$ cat src/rtl/led_cmd_pkg.sv
// Shared types and ASCII constants for the UART LED command parser.
package led_cmd_pkg;

    typedef enum logic [1:0] {
        MODE_OFF   = 2'd0,
        MODE_ON    = 2'd1,
        MODE_BLINK = 2'd2
    } mode_e;

    typedef enum logic [1:0] {
        S_IDLE,
        S_GOT_L,
        S_GOT_IDX,
        S_GOT_MODE
    } state_e;

    // Response raised by the parser in a single cycle
    typedef struct packed {
        logic       vld;
        logic [7:0] data;
    } resp_t;

    localparam logic [7:0] CH_L    = 8'h4C;
    localparam logic [7:0] CH_STAR = 8'h2A;
    localparam logic [7:0] CH_B    = 8'h42;
    localparam logic [7:0] CH_T    = 8'h54;
    localparam logic [7:0] CH_CR   = 8'h0D;
    localparam logic [7:0] CH_LF   = 8'h0A;
    localparam logic [7:0] CH_ACK  = 8'h4B;
    localparam logic [7:0] CH_NAK  = 8'h45;
    localparam logic [7:0] CH_0    = 8'h30;
    localparam logic [7:0] CH_1    = 8'h31;

    // BLINK toggles to OFF, not ON
    function automatic mode_e toggle_mode(input mode_e m);
        return (m == MODE_OFF) ? MODE_ON : MODE_OFF;
    endfunction

endpackage

$ cat src/rtl/blink_prescaler.sv
// Free-running half-period counter; phase flips each time it wraps.
module blink_prescaler #(
    parameter int CLK_HZ   = 12000000,
    parameter int BLINK_HZ = 2
) (
    input  logic clk,
    input  logic rstn,
    output logic phase
);

    localparam int HALF = CLK_HZ / (2 * BLINK_HZ);
    localparam int CW   = (HALF > 1) ? $clog2(HALF) : 1;

    logic [CW-1:0] cnt;

    always_ff @(posedge clk) begin
        if (rstn) begin
            cnt   <= '0;
            phase <= 1'b0;
        end else if (cnt == CW'(HALF - 1)) begin
            cnt   <= '0;
            phase <= ~phase;
        end else begin
            cnt <= cnt + CW'(1);
        end
    end

endmodule

$ cat src/rtl/led_cmd_parser.sv
// Parses framed "L<idx><mode><CR|LF>" commands into per-LED modes and
// answers each frame with a one-byte K/E response over valid/ready.
module led_cmd_parser
    import led_cmd_pkg::*;
#(
    parameter int NUM_LEDS = 3,
    parameter int CLK_HZ   = 12000000,
    parameter int BLINK_HZ = 2
) (
    input  logic                clk,
    input  logic                rstn,
    input  logic [7:0]          rx_byte,
    input  logic                rx_valid,
    output logic [7:0]          tx_byte,
    output logic                tx_valid,
    input  logic                tx_ready,
    output logic                resp_drop,
    output logic [NUM_LEDS-1:0] leds
);

    state_e     state_q, state_d;
    mode_e      mode_q [NUM_LEDS];
    mode_e      pend_q [NUM_LEDS];
    mode_e      pend_d [NUM_LEDS];
    logic [3:0] idx_q, idx_d;
    logic       all_q, all_d;
    logic       commit;
    resp_t      resp;
    logic       phase;

    logic [7:0] digit;
    logic       idx_ok;

    assign digit  = rx_byte - CH_0;
    assign idx_ok = (rx_byte >= CH_0) && (digit < 8'(NUM_LEDS));

    blink_prescaler #(
        .CLK_HZ  (CLK_HZ),
        .BLINK_HZ(BLINK_HZ)
    ) u_prescaler (
        .clk  (clk),
        .rstn (rstn),
        .phase(phase)
    );

    always_comb begin
        state_d = state_q;
        idx_d   = idx_q;
        all_d   = all_q;
        pend_d  = pend_q;
        commit  = 1'b0;
        resp    = '0;
        if (rx_valid) begin
            case (state_q)
                S_IDLE: begin
                    if (rx_byte == CH_L) state_d = S_GOT_L;
                end
                S_GOT_L: begin
                    if (idx_ok) begin
                        idx_d   = digit[3:0];
                        all_d   = 1'b0;
                        state_d = S_GOT_IDX;
                    end else if (rx_byte == CH_STAR) begin
                        all_d   = 1'b1;
                        state_d = S_GOT_IDX;
                    end else begin
                        resp    = '{vld: 1'b1, data: CH_NAK};
                        state_d = S_IDLE;
                    end
                end
                S_GOT_IDX: begin
                    if (rx_byte inside {CH_0, CH_1, CH_B, CH_T}) begin
                        state_d = S_GOT_MODE;
                        // Toggle resolves against the mode held right now, per LED
                        for (int i = 0; i < NUM_LEDS; i++) begin
                            case (rx_byte)
                                CH_0:    pend_d[i] = MODE_OFF;
                                CH_1:    pend_d[i] = MODE_ON;
                                CH_B:    pend_d[i] = MODE_BLINK;
                                default: pend_d[i] = toggle_mode(mode_q[i]);
                            endcase
                        end
                    end else begin
                        resp    = '{vld: 1'b1, data: CH_NAK};
                        state_d = S_IDLE;
                    end
                end
                default: begin
                    state_d = S_IDLE;
                    if (rx_byte == CH_CR || rx_byte == CH_LF) begin
                        commit = 1'b1;
                        resp   = '{vld: 1'b1, data: CH_ACK};
                    end else begin
                        resp = '{vld: 1'b1, data: CH_NAK};
                    end
                end
            endcase
        end
    end

    always_ff @(posedge clk) begin
        if (rstn) begin
            state_q   <= S_IDLE;
            idx_q     <= '0;
            all_q     <= 1'b0;
            leds      <= '0;
            tx_valid  <= 1'b0;
            tx_byte   <= '0;
            resp_drop <= 1'b0;
            for (int i = 0; i < NUM_LEDS; i++) begin
                mode_q[i] <= MODE_OFF;
                pend_q[i] <= MODE_OFF;
            end
        end else begin
            state_q <= state_d;
            idx_q   <= idx_d;
            all_q   <= all_d;
            for (int i = 0; i < NUM_LEDS; i++) begin
                pend_q[i] <= pend_d[i];
                if (commit && (all_q || idx_q == 4'(i))) mode_q[i] <= pend_q[i];
                leds[i] <= (mode_q[i] == MODE_ON) || ((mode_q[i] == MODE_BLINK) && phase);
            end
            // A pending byte wins unless it is being accepted this cycle
            resp_drop <= 1'b0;
            if (resp.vld) begin
                if (tx_valid && !tx_ready) begin
                    resp_drop <= 1'b1;
                end else begin
                    tx_valid <= 1'b1;
                    tx_byte  <= resp.data;
                end
            end else if (tx_valid && tx_ready) begin
                tx_valid <= 1'b0;
            end
        end
    end

endmodule

$ cat config.mk
export PLATFORM = sky130hd
export DESIGN_NAME = led_cmd_parser
export DESIGN_NICKNAME = d
export VERILOG_FILES = /design/src/rtl/led_cmd_pkg.sv /design/src/rtl/blink_prescaler.sv /design/src/rtl/led_cmd_parser.sv
export SDC_FILE = /design/constraint.sdc
export NUM_CORES = 1
export LEC_CHECK = 0
export ABC_AREA = 1
export BUFFER_PORTS_ARGS = -buffer_cell sky130_fd_sc_hd__clkbuf_2
export CORE_MARGIN = 3
export CORE_UTILIZATION = 35
export CTS_BUF_LIST = sky130_fd_sc_hd__clkbuf_8
export CTS_CLUSTER_DIAMETER = 80
export DETAILED_ROUTE_END_ITERATION = 8
export SLEW_MARGIN = 10
export SYNTH_ARGS = -nofsm -noshare
export SYNTH_HDL_FRONTEND = slang
export SYNTH_SLANG_ARGS = --single-unit
$ cat constraint.sdc
create_clock -name clk -period 1.55 [get_ports clk]
set_clock_uncertainty 0.1 [all_clocks]
set_input_delay 0.31 -clock clk [delete_from_list [all_inputs] [get_ports clk]]
set_output_delay 0.31 -clock clk [all_outputs]
set_load 0.005 [all_outputs]
==> qor.csv <==
metric,value,unit
Syn Area/Cell,7.265,µm²
grt ovf,0,
Final ANT Viol Nets,0,
peak supply drop,295.8,µV
Crit Path Class,register to register,
initial antenna violation count,0,
post-layout minimum cycle time,1698,ps
die area,0.007878,mm²
root buf cell,clkbuf_8,
P_leak,0.001374,µW
share of cells above drive strength 1,29.90,%
status,"finished, violations left",
PnR worst setup slack,-148.3,ps
RSZ-0062 raised after global routing,yes,
Max Cap Viol,0,
r2r endpoint,u_prescaler.cnt[8]$_SDFF_PP0_,
vias per cell,4.728,
pwr dens,698.5,mW/mm²
Worst-Margin Slew,509.5,ps
first-pass GRT wire length,9066,µm
worst-case reg-to-reg path depth,8,
drt drc,0,
Tcrit/Tclk final,109.6,%
I/O Buffers,21,
TritonRoute pass-1 iters,4,
gp weighted congestion,0.8696,
Detailed Route WL,5481,µm
mapped cell area,0.002397,mm²
Iter 0 DRT Violations,61,
Layout Nets,410,
Max clock buf depth,2,
routed via count,2246,
Required @ worst endpoint,1630,ps
Hold Crit Start,tx_ready,
Initial Utilization,36.91,%
"most common cell after layout, fill and taps aside",nand2_1,
Yosys cell types,34,
number of global-route vias before repair,2118,
most frequent cells in the layout,"nand2_1, inv_1, buf_4",
worst-path maximum fanout,5,
Setup Viol. Count Final,23,
num ports,25,
main flop type after synthesis,dfxtp_1,
Rel. slew slack,66.00,%
clk sinks,48,
Startpoint Class,register,
final non-filler cell total,475,
placed cell count,458,
CTS tree,done,
Row Count,29,
sequential fraction of the synthesis area,42.59,%
Yosys warnings,0,
worst skew pair latency,290,ps
Pwr Total,2206,µW
number of synthesized register bits,48,
Setup WS pre-CTS,-204.8,ps
WL/cell,11.54,µm
Setup crit end kind,register,
reg2reg start,u_prescaler.cnt[10]$_SDFF_PP0_,
chip width,88.76,µm
clock slew at reported path FFs,80,ps
largest net degree at the start of global routing,22,
GRT Resource Usage Total,14.34,%
Worst EP arrival,1780,ps
"EDFF count, synth",6,
failing checks,setup timing,
dpl hpwl,3888,µm
Max Freq,588.8,MHz
Worst Hold Depth,4,
Synth Instances,330,
WHS Endpoint,resp_drop$_SDFF_PP0_,
Hold WC Path Type,input pin to register,
H-Tree Level Count,2,
die height,88.76,µm
diode count,0,
CORE AREA,0.006495,mm²
setup_tns,-2811,ps
CTS Buf Count,5,
Area growth syn-to-layout,31.73,%
Hold Fails Final Rpt,0,
fin. max-slew vios,0,
Post-synth ARST share,0,%
R2R setup slack,-150,ps
==> registers in the layout (all words and copies together), names as in the netlist <==
signal             flops
tx_valid               1
leds                   3
u_prescaler.phase      1
resp_drop              1
state_q                2
pend_q                 4
tx_byte                3
mode_q                 6
all_q                  1
idx_q                  4
u_prescaler.cnt       22
==> per-layer routing <==
metal / vias up / track usage [%] / wire (µm)
met5: - / 0 / 0
met4: 0 / 4.258 / 67
met3: 7 / 2.607 / 231
met2: 52 / 24.97 / 2729
met1: 1008 / 17.98 / 2453
li1: 1179 / - / -
==> stage by stage <==
stage | utilization [%] | hold slack (ps) | instance area, µm²
after floorplan | - | 317.0 | 2410
after global placement | 43.75 | 324.7 | 2841
after detailed placement | 43.75 | 333.2 | 2841
after CTS | 45.68 | 189.4 | 2967
after global routing | 48.62 | 212.8 | 3158
final | 48.62 | 213.9 | 3158
==> cells in the mapped netlist, types with 2 or more instances <==
library cell	number	share of area, %
a211oi_1	3	0.94
a21oi_1	17	3.5
buf_4	7	2.2
clkbuf_1	2	0.31
dfxtp_1	42	35
edfxtp_1	6	7.5
inv_1	48	7.5
inv_2	3	0.47
nand2_1	66	10
nand2_2	6	1.6
nand3_1	18	3.8
nand3_2	2	0.84
nand4_1	8	2.1
nor2_1	44	6.9
nor2_2	5	1.3
nor2_4	4	1.9
nor3_1	12	2.5
nor3_2	3	1.3
nor4_1	2	0.52
o21ai_0	10	2.1
o21ai_1	2	0.42
xor2_1	8	2.9
==> worst max path at each step <==
stage / startpoint / endpoint
global route: u_prescaler.cnt[0]$_SDFF_PP0_ / u_prescaler.cnt[18]$_SDFF_PP0_
detailed placement: rx_byte[0] / mode_q[0][1]$_SDFFCE_PN0P_
floorplan: u_prescaler.cnt[0]$_SDFF_PP0_ / u_prescaler.cnt[16]$_SDFF_PP0_
finish: u_prescaler.cnt[10]$_SDFF_PP0_ / u_prescaler.cnt[8]$_SDFF_PP0_
CTS: u_prescaler.cnt[0]$_SDFF_PP0_ / u_prescaler.cnt[18]$_SDFF_PP0_
global placement: rx_byte[0] / mode_q[0][1]$_SDFFCE_PN0P_
==> where the power goes <==
part	internal [µW]	switching, µW
Clock	351	391
Sequential	1270	10.3
Combinational	83.7	96.6
Total	1710	498
==> area by class of cell <==
cell class	instances	area [µm²]
Tap cell	77	96.34
Clock inverter	2	7.507
Multi-Input combinational cell	224	1250
Fill cell	629	3337
Timing Repair Buffer	67	505.5
Inverter	51	191.4
Sequential cell	48	1025
Clock buffer	6	82.58
==> logic make-up after synthesis <==
| logic type | after synthesis | synth area share, % |
|---|---|---|
| simple gates | 175 | 34.66 |
| buf+inv | 60 | 10.49 |
| flops | 48 | 42.59 |
| compound gates | 37 | 8.664 |
| xor+xnor | 8 | 2.923 |
| fa+ha+maj | 1 | 0.5218 |
| other cells | 1 | 0.1564 |
==> critical path, cell delays in order, from the launching register on <==
cell	delay [ps]
dfxtp_1	380
nand2_1	100
nor2_1	100
nand4_1	90
nor3_1	310
nand3_4	180
nand2_8	130
clkbuf_16	160
a21oi_1	40
==> what timing repair did <==
item | in CTS | in global routing
hold buffers | 0 | 0
setup buffers | 1 | 5
pin swaps | 2 | 8
resized for setup | 7 | 27
setup endpoints to repair | 22 | 36
cloned | 0 | 3
(Power assumes the default switching activity.)
